### config.mk
export PLATFORM = sky130hd
export DESIGN_NAME = spi_slave_rx_flat
export DESIGN_NICKNAME = d
export VERILOG_FILES = /design/src/rtl/spi_slave_rx_pkg.sv /design/src/rtl/spi_slave_rx_if.sv /design/src/rtl/spi_slave_rx_sync_edge.sv /design/src/rtl/spi_slave_rx.sv /design/src/flat_wrapper.sv
export SDC_FILE = /design/constraint.sdc
export NUM_CORES = 1
export LEC_CHECK = 0
export CAP_MARGIN = 40
export CORE_MARGIN = 5
export CORE_UTILIZATION = 25
export CTS_CLUSTER_DIAMETER = 120
export CTS_CLUSTER_SIZE = 20
export DETAILED_ROUTE_END_ITERATION = 8
export PLACE_DENSITY = 0.51
export SLEW_MARGIN = 20
export SYNTH_ARGS = -nofsm -noshare
export SYNTH_HDL_FRONTEND = slang
export SYNTH_HIERARCHICAL = 1
export SYNTH_SLANG_ARGS = --single-unit
### constraint.sdc
create_clock -name i_clk -period 3 [get_ports i_clk]
set_clock_uncertainty 0.2 [all_clocks]
set_input_delay 0.45 -clock i_clk [delete_from_list [all_inputs] [get_ports i_clk]]
set_output_delay 0.45 -clock i_clk [all_outputs]
set_load 0.01 [all_outputs]
### src/rtl/spi_slave_rx_pkg.sv
// spi_slave_rx_pkg: shared FSM states, SPI mode constants and sample-edge selection for spi_slave_rx
package spi_slave_rx_pkg;
  typedef enum logic [1:0] {ST_IDLE, ST_SHIFT, ST_DONE} state_t;
  localparam logic [1:0] MODE0 = 2'b00;
  localparam logic [1:0] MODE1 = 2'b01;
  localparam logic [1:0] MODE2 = 2'b10;
  localparam logic [1:0] MODE3 = 2'b11;
  localparam logic [1:0] EDGE_RISE = 2'b10;
  localparam logic [1:0] EDGE_FALL = 2'b01;
  // Leading edge is rising for CPOL=0, so sampling is on the rising pin edge whenever CPOL==CPHA.
  function automatic logic [1:0] sample_edge(input logic cpol, input logic cpha);
    return (cpol ^ cpha) ? EDGE_FALL : EDGE_RISE;
  endfunction
endpackage

### src/rtl/spi_slave_rx_if.sv
// spi_slave_rx_if: SPI pins, LDAC strobe and received-word outputs of spi_slave_rx
// i_spi_cs/i_spi_sclk/i_spi_sdi/i_ldac: asynchronous pins into the slave
// o_data/o_valid/o_frame_err/o_busy: received word, update pulse, error pulse, frame in progress
interface spi_slave_rx_if #(
  parameter int DATA_WIDTH = 16
);
  logic                  i_spi_cs;
  logic                  i_spi_sclk;
  logic                  i_spi_sdi;
  logic                  i_ldac;
  logic [DATA_WIDTH-1:0] o_data;
  logic                  o_valid;
  logic                  o_frame_err;
  logic                  o_busy;
  modport slave (
    input  i_spi_cs, i_spi_sclk, i_spi_sdi, i_ldac,
    output o_data, o_valid, o_frame_err, o_busy
  );
  modport master (
    output i_spi_cs, i_spi_sclk, i_spi_sdi, i_ldac,
    input  o_data, o_valid, o_frame_err, o_busy
  );
endinterface

### src/rtl/spi_slave_rx_sync_edge.sv
// spi_slave_rx_sync_edge: multi-stage input synchroniser with registered rise/fall detection
// i_clk, i_rst (sync, active high, loads IDLE); i_d async pin; o_edge = {rise, fall}, one cycle each
module spi_slave_rx_sync_edge #(
  parameter int STAGES = 2,
  parameter bit IDLE   = 1'b0
) (
  input  logic       i_clk,
  input  logic       i_rst,
  input  logic       i_d,
  output logic [1:0] o_edge
);
  logic [STAGES-1:0] r_sync;
  logic              r_prev;
  always_ff @(posedge i_clk)
    if (i_rst) begin
      r_sync <= {STAGES{IDLE}};
      r_prev <= IDLE;
    end else begin
      r_sync <= {r_sync[STAGES-2:0], i_d};
      r_prev <= r_sync[STAGES-1];
    end
  assign o_edge = {r_sync[STAGES-1] & ~r_prev, ~r_sync[STAGES-1] & r_prev};
endmodule

### src/rtl/spi_slave_rx.sv
// spi_slave_rx: oversampling SPI slave receiver for fixed-length MSB-first frames
// i_clk, i_rst (sync, active high); bus (spi_slave_rx_if.slave): CS/SCLK/SDI/LDAC in, data/valid/frame_err/busy out
// Macro SPI_RX_LDAC_EN: accepted words wait in a pending register until a synced i_ldac fall
module spi_slave_rx
  import spi_slave_rx_pkg::*;
#(
  parameter int DATA_WIDTH  = 16,
  parameter bit CPOL        = 1'b0,
  parameter bit CPHA        = 1'b0,
  parameter int SYNC_STAGES = 2
) (
  input logic           i_clk,
  input logic           i_rst,
  spi_slave_rx_if.slave bus
);
  localparam int CW = $clog2(DATA_WIDTH + 1);
  localparam logic [CW-1:0] FULL = CW'(DATA_WIDTH);
  localparam logic [1:0] SAMPLE = sample_edge(CPOL, CPHA);
  state_t                  r_state, w_next;
  logic [1:0]              w_cs_edge, w_sclk_edge;
  logic [SYNC_STAGES-1:0]  r_sdi;
  logic [DATA_WIDTH-1:0]   r_shift, r_data;
  logic [CW-1:0]           r_cnt;
  logic                    r_ovr, r_good, r_late, r_valid, r_err;
  logic                    w_cs_fall, w_cs_rise, w_sample, w_start, w_accept;
  spi_slave_rx_sync_edge #(.STAGES(SYNC_STAGES), .IDLE(1'b1)) u_cs (
    .i_clk(i_clk), .i_rst(i_rst), .i_d(bus.i_spi_cs), .o_edge(w_cs_edge)
  );
  spi_slave_rx_sync_edge #(.STAGES(SYNC_STAGES), .IDLE(CPOL)) u_sclk (
    .i_clk(i_clk), .i_rst(i_rst), .i_d(bus.i_spi_sclk), .o_edge(w_sclk_edge)
  );
  // SDI gets the same depth as SCLK so the sampled bit lines up with the detected edge.
  always_ff @(posedge i_clk)
    if (i_rst) r_sdi <= '0;
    else r_sdi <= {r_sdi[SYNC_STAGES-2:0], bus.i_spi_sdi};
  assign w_cs_fall = w_cs_edge == EDGE_FALL;
  assign w_cs_rise = w_cs_edge == EDGE_RISE;
  assign w_sample  = w_sclk_edge == SAMPLE;
  always_ff @(posedge i_clk)
    if (i_rst) r_state <= ST_IDLE;
    else r_state <= w_next;
  // r_late holds a CS fall seen during DONE so IDLE can still start that frame.
  // A CS low period with no sampled bits is treated as a glitch, not a frame.
  always_comb begin
    w_next = r_state;
    w_next = r_state == ST_IDLE  ? ((w_cs_fall || r_late) ? ST_SHIFT : ST_IDLE) :
             r_state == ST_SHIFT ? (w_cs_rise ? (r_cnt == '0 ? ST_IDLE : ST_DONE) : ST_SHIFT) :
                                   ST_IDLE;
  end
  assign w_start  = r_state == ST_IDLE && w_next == ST_SHIFT;
  assign w_accept = r_state == ST_DONE && r_good;
  always_ff @(posedge i_clk)
    if (i_rst) begin
      r_shift <= '0;
      r_cnt   <= '0;
      r_ovr   <= 1'b0;
      r_good  <= 1'b0;
      r_late  <= 1'b0;
      r_err   <= 1'b0;
    end else begin
      r_late <= r_state == ST_DONE && w_cs_fall;
      r_err  <= r_state == ST_DONE && !r_good;
      if (r_state == ST_SHIFT && w_cs_rise) r_good <= r_cnt == FULL && !r_ovr;
      if (w_start) begin
        r_shift <= '0;
        r_cnt   <= '0;
        r_ovr   <= 1'b0;
      end else if (r_state == ST_SHIFT && !w_cs_rise && w_sample) begin
        if (r_cnt == FULL) r_ovr <= 1'b1;
        else begin
          r_shift <= {r_shift[DATA_WIDTH-2:0], r_sdi[SYNC_STAGES-1]};
          r_cnt   <= r_cnt + CW'(1);
        end
      end
    end
`ifdef SPI_RX_LDAC_EN
  logic [1:0]            w_ldac_edge;
  logic [DATA_WIDTH-1:0] r_pend_data;
  logic                  r_pend, w_load;
  spi_slave_rx_sync_edge #(.STAGES(SYNC_STAGES), .IDLE(1'b1)) u_ldac (
    .i_clk(i_clk), .i_rst(i_rst), .i_d(bus.i_ldac), .o_edge(w_ldac_edge)
  );
  assign w_load = w_ldac_edge == EDGE_FALL && r_pend;
  // On a same-cycle load and accept, the old pending word moves out while the new one takes its place.
  always_ff @(posedge i_clk)
    if (i_rst) begin
      r_pend      <= 1'b0;
      r_pend_data <= '0;
      r_data      <= '0;
      r_valid     <= 1'b0;
    end else begin
      r_valid <= w_load;
      if (w_load) r_data <= r_pend_data;
      if (w_accept) r_pend_data <= r_shift;
      r_pend <= w_accept || (r_pend && !w_load);
    end
`else
  always_ff @(posedge i_clk)
    if (i_rst) begin
      r_data  <= '0;
      r_valid <= 1'b0;
    end else begin
      r_valid <= w_accept;
      if (w_accept) r_data <= r_shift;
    end
`endif
  assign bus.o_data      = r_data;
  assign bus.o_valid     = r_valid;
  assign bus.o_frame_err = r_err;
  assign bus.o_busy      = r_state == ST_SHIFT;
endmodule

### src/flat_wrapper.sv
// flat-port wrapper written by rule: the top's interface ports become plain ports
module spi_slave_rx_flat import spi_slave_rx_pkg::*;
#(
  parameter int DATA_WIDTH  = 16,
  parameter bit CPOL        = 1'b0,
  parameter bit CPHA        = 1'b0,
  parameter int SYNC_STAGES = 2
)
  (i_clk, i_rst, bus_i_spi_cs, bus_i_spi_sclk, bus_i_spi_sdi, bus_i_ldac, bus_o_data, bus_o_valid, bus_o_frame_err, bus_o_busy);
  spi_slave_rx_if #(.DATA_WIDTH(DATA_WIDTH)) bus_i ();
  input logic i_clk;
  input logic i_rst;
  input wire logic [$bits(bus_i.i_spi_cs)-1:0] bus_i_spi_cs;
  input wire logic [$bits(bus_i.i_spi_sclk)-1:0] bus_i_spi_sclk;
  input wire logic [$bits(bus_i.i_spi_sdi)-1:0] bus_i_spi_sdi;
  input wire logic [$bits(bus_i.i_ldac)-1:0] bus_i_ldac;
  output wire logic [$bits(bus_i.o_data)-1:0] bus_o_data;
  output wire logic [$bits(bus_i.o_valid)-1:0] bus_o_valid;
  output wire logic [$bits(bus_i.o_frame_err)-1:0] bus_o_frame_err;
  output wire logic [$bits(bus_i.o_busy)-1:0] bus_o_busy;
  assign bus_i.i_spi_cs = bus_i_spi_cs;
  assign bus_i.i_spi_sclk = bus_i_spi_sclk;
  assign bus_i.i_spi_sdi = bus_i_spi_sdi;
  assign bus_i.i_ldac = bus_i_ldac;
  assign bus_o_data = bus_i.o_data;
  assign bus_o_valid = bus_i.o_valid;
  assign bus_o_frame_err = bus_i.o_frame_err;
  assign bus_o_busy = bus_i.o_busy;
  spi_slave_rx #(.DATA_WIDTH(DATA_WIDTH), .CPOL(CPOL), .CPHA(CPHA), .SYNC_STAGES(SYNC_STAGES)) u_core (.i_clk(i_clk), .i_rst(i_rst), .bus(bus_i));
endmodule
# After elaboration in Yosys (flattened, before gate mapping)

Index checks and enable logic that the tools add are counted.

$add $sub $neg: 1
Equal/unequal tests: 7
Mux-type cells: 5
Bitwise gates (word level): 9
Reductions and logical operators: 17

Operator list:

| kind                                                            | number |
|---|---|
| 1-bit logical AND                                               | 8 |
| 2-bit 2-to-1 mux                                                | 4 |
| 2-bit by 1-bit == test with 1-bit output, second input constant | 3 |
| 2-bit == test, second input constant                            | 3 |
| 5-bit by 1-bit adder with 5-bit output, second input constant   | 1 |
| 5-bit == test, second input constant                            | 1 |
| 5-bit zero test                                                 | 1 |
| 1-bit NOT                                                       | 5 |
| 1-bit AND                                                       | 4 |
| 2-bit AND reduction                                             | 2 |
| 1-bit zero test                                                 | 3 |
| 2-bit zero test                                                 | 1 |
| 2-bit OR reduction                                              | 1 |
| 1-bit logical OR                                                | 1 |
| 1-bit 2-to-1 mux                                                | 1 |

Flip-flop bits (word level): 52
Output and inout port bits: 19
Word-level logic and storage cells: 53

# Depth between registers and ports, before layout

Depth after elaboration: 9
Depth in mapped cells: 7

# Hierarchy

The synthesis kept the hierarchy.

By module, submodules not included:

| module                                 | instances | cells each | area an instance (sq um) |
|---|---|---|---|
| spi_slave_rx                           | 1         | 206        | 1834.3 |
| spi_slave_rx_sync_edge (u_core.u_cs)   | 1         | 8          | 92.6 |
| spi_slave_rx_sync_edge (u_core.u_sclk) | 1         | 8          | 91.3 |

# Least setup slack after synthesis

Ideal clock, no wire load.

Path kind: register to register
Start: register u_core.u_cs.r_sync[1]
End: register u_core.r_good
Arrival time: 1257 ps
Slack: 1473 ps
Cell stages (with the launch flop): 6
Period minus slack after synthesis: 1527 ps
Cell sequence: dfxtp_1 and2b_1 and2b_2 nand2_1 or3_1 a21oi_1

Cells in the longest elaborated chain, start to end: 4

Ends and longest elaborated chain:

| what                    | RTL line                     | source |
|---|---|---|
| from (decl)             | spi_slave_rx_sync_edge.sv:12 | `logic [STAGES-1:0] r_sync;` |
| from (signal assigned)  | spi_slave_rx_sync_edge.sv:16 | `r_sync <= {STAGES{IDLE}};` |
| from (signal assigned)  | spi_slave_rx_sync_edge.sv:19 | `r_sync <= {r_sync[STAGES-2:0], i_d};` |
| 1-bit NOT               | spi_slave_rx_sync_edge.sv:22 | `assign o_edge = {r_sync[STAGES-1] & ~r_prev, ~r_sync[STAGES-1] & r_prev};` |
| 1-bit AND               | spi_slave_rx_sync_edge.sv:22 |  |
| net u_core.w_cs_edge[0] | spi_slave_rx.sv:20           | `logic [1:0] w_cs_edge, w_sclk_edge;` |
| 2-bit == test           | spi_slave_rx.sv:37           | `assign w_cs_rise = w_cs_edge == EDGE_RISE;` |
| 1-bit logical AND       | spi_slave_rx.sv:63           | `if (r_state == ST_SHIFT && w_cs_rise) r_good <= r_cnt == FULL && !r_ovr;` |
| to (signal assigned)    | spi_slave_rx.sv:63           |  |
| to (decl)               | spi_slave_rx.sv:24           | `logic r_ovr, r_good, r_late, r_valid, r_err;` |

The timed path passes the listed nets, and every way through them passes these cells.
A chain may end at the register's enable or synchronous reset.

# Final worst setup path

Start: register u_core.r_state[0]
End: output port bus_o_busy

Cells in the longest elaborated chain, start to end: 1

Ends and longest elaborated chain:

| what                                     | RTL line            | source |
|---|---|---|
| from (decl)                              | spi_slave_rx.sv:19  | `state_t r_state, w_next;` |
| from (signal assigned)                   | spi_slave_rx.sv:41  | `else r_state <= w_next;` |
| 2-bit by 1-bit == test with 1-bit output | spi_slave_rx.sv:110 | `assign bus.o_busy = r_state == ST_SHIFT;` |
| to (decl)                                | flat_wrapper.sv:20  | `output wire logic [$bits(bus_i.o_busy)-1:0] bus_o_busy;` |

No other way between the ends.

==> results.toml <==
[run_status]
outcome = "finished clean"

[worst_setup_path]
r2r_slack_ps = 990
start_kind = "flip-flop"
worstSetupEndpointType = "output pin"
reg2regPathDepth = 7
critical_path_class = "reg2out"
cp_max_fo = 9
cp_data_required_time_ps = 2350
arrival_ps = 1600

[detailed_routing]
avgViaCountPerCell = 4.17
wirelength_um = 3450
post_drt_wl_per_cell_um = 9.97
remaining_drc_errors = 0
drt_iter0_drc = 21
drtPass1Iterations = 4
via_count = 1444
postRouteAntennaNets = 0

[synthesis]
synth_nets = 230
synthDistinctLibCells = 38
synthCells = 222
syn_area_um2 = 2020
ys_warn_count = 6
synth-edff-count = 0
async_flop_share_pct = 0
synth_seq_cells = 52
ys.flop_type = "dfxtp_1"
ys_seq_area_share_pct = 51.6
avgSynthCellArea_um2 = 9.09

[pwr]
p_comb_share_pct = 4.0
pwr-share-clk_pct = 35.0
p_int_mw = 0.880
powerDensity_nw_per_um2 = 475
seqPwrFrac_pct = 61.0
peakVddDrop_v = 0.000204
leakagePower_nw = 0.769
switching_share_pct = 23.1
netSwitchingPower_mw = 0.265

[clocking]
htree_levels = 2
cts-resized-gates = 0
clock-sinks = 52
cts_setup_buffers = 0
cts_tree = "done"
insertion_delay_ps = 300
cts_hold_buf = 0
cts_buffer_depth = 2
cts_buffers = 5
cts-root-buf = "clkbuf_8"
clk_pin_slew_ps = 90

[floorplan]
core-area_um2 = 7810
rows = 32
die_area_um2 = 9970
die_h_um = 99.9
initial_core_util_pct = 25.8
die_x_um = 99.9
io_pins = 25

[timing]
setup_viol = 0
setup-tns-final_ps = 0
rsz0062_at_grt = "false"
drv_slew = 0
worst_slew_pin_slew_ps = 651
layout_setup_ws_ps = 752
max_freq_mhz = 445
finalHoldViolCount = 0
post-route-min-period_ps = 2250
slew_headroom_pct = 56.4
period_share_pct = 74.9

[global_routing]
grt_pass1_vias = 1349
global_route.overflow_total = 0
grt_max_degree = 37
grt_pass1_wl_um = 6200
antenna_found_initial = 0
track_usage_pct = 7.54

[cells_and_area]
drive_gt1_share_pct = 7.38
n_fill_cell = 837
areaGrowthSynthToFinish_pct = 19.5
layout_commonest_cell = "nand2_1"
final_core_util_pct = 30.9
mostFrequentLayoutCells = "nand2_1, dfxtp_1, clkdlybuf4s50_1, nand3_1, o21ai_1"
num_antenna_cells = 0
layout.nets = 251

[place]
gp_congestion = 0.670
dp_hpwl_um = 2350
port_buffers = 23
dp_slack_ps = 449

[run]
maxCapViolations = 0

[min_path]
holdPathStages = 1
hold_class = "reg2reg"
## path summary, 6_finish.rpt
check                                      startpoint                     to
worst max-delay path                u_core/r_state[0]             bus_o_busy
worst min-delay path            u_core/u_cs/r_sync[0]  u_core/u_cs/r_sync[1]
worst min register to register  u_core/u_cs/r_sync[0]  u_core/u_cs/r_sync[1]
worst max register to register  u_core/u_cs/r_sync[1]     u_core/r_shift[10]
## Yosys cell counts (all sizes together) (2+ instances only)
cell type  instances  area (um^2)
nand4bb            2         38.8
nand2             53          199
and2b              3         23.8
nor2               2         7.51
nor3b              2         26.3
nor2b              9         56.3
ha                 2         25.0
buf               10         77.6
a21oi             17         85.1
or2                3         18.8
and2               2         12.5
xor2               2         17.5
clkbuf             2         7.51
nand3b             2         15.0
inv                3         11.3
nor3               5         35.0
nand3             21          118
o21ai             18         90.1
dfxtp             52         1040
## registers in the layout (all words and copies together), names as in the netlist
name	flops
u_core/r_late	1
u_core/u_sclk/r_prev	1
u_core/r_state	2
u_core/bus.o_valid	1
u_core/bus.o_frame_err	1
u_core/r_good	1
u_core/r_cnt	5
u_core/r_shift	16
u_core/bus.o_data	16
u_core/r_ovr	1
u_core/u_sclk/r_sync	2
u_core/u_cs/r_sync	2
u_core/r_sdi	2
u_core/u_cs/r_prev	1
## cell families (layout without fill, tap and decap cells)
logic type | after synthesis | after routing | synth area share [%]
adders and majority gates | 2 | 2 | 1.24
buffers and inverters | 15 | 37 | 4.77
xor gates and xnor gates | 2 | 2 | 0.868
AOI/OAI and AO/OA | 39 | 39 | 10.9
DFF | 52 | 52 | 51.6
and+or+nand+nor | 111 | 111 | 30.1
muxes | 1 | 1 | 0.496
## through the flow
step                      cells  total power, mW  area, um^2  hold WS [ps]
final                       346             1.14        2410           215
after global routing        346             1.19        2410           252
after CTS                   345             1.16        2400           223
after detailed placement    337            0.757        2310           200
after global placement      337            0.757        2310           189
after floorplan             222            0.744        2020           183
## worst max-delay path, stage by stage, from the launching register on
cell and delay, ps:
dfxtp_1 540, and2b_1 210, clkdlybuf4s50_1 550
## power groups by stage
| stage | Clock [mW] | Sequential [mW] | Combinational, mW |
|---|---|---|---|
| after detailed placement | 0 | 0.714 | 0.0430 |
| final | 0.401 | 0.698 | 0.0458 |
| after global placement | 0 | 0.714 | 0.0429 |
| after floorplan | 0 | 0.712 | 0.0320 |
| after global routing | 0.443 | 0.699 | 0.0514 |
| after CTS | 0.421 | 0.698 | 0.0432 |
## per-layer routing
| layer | wire length [um] | part of all wire [%] | track usage (%) |
|---|---|---|---|
| met5 | 0 | 0 | 0 |
| met4 | 22 | 0.64 | 2.84 |
| met3 | 149 | 4.3 | 2.43 |
| met2 | 1540 | 45 | 12.0 |
| met1 | 1740 | 50 | 9.50 |
## area by class of cell
type	count	area [um^2]	area share, %
sequential	52	1040	43.2
multi-input combinational	155	881	36.5
timing repair buffer	26	260	10.8
tap	102	128	5.29
clock buffer	5	68.8	2.85
clock inverter	3	21.3	0.882
inverter	3	11.3	0.467
Power figures use the tool's default switching activity.
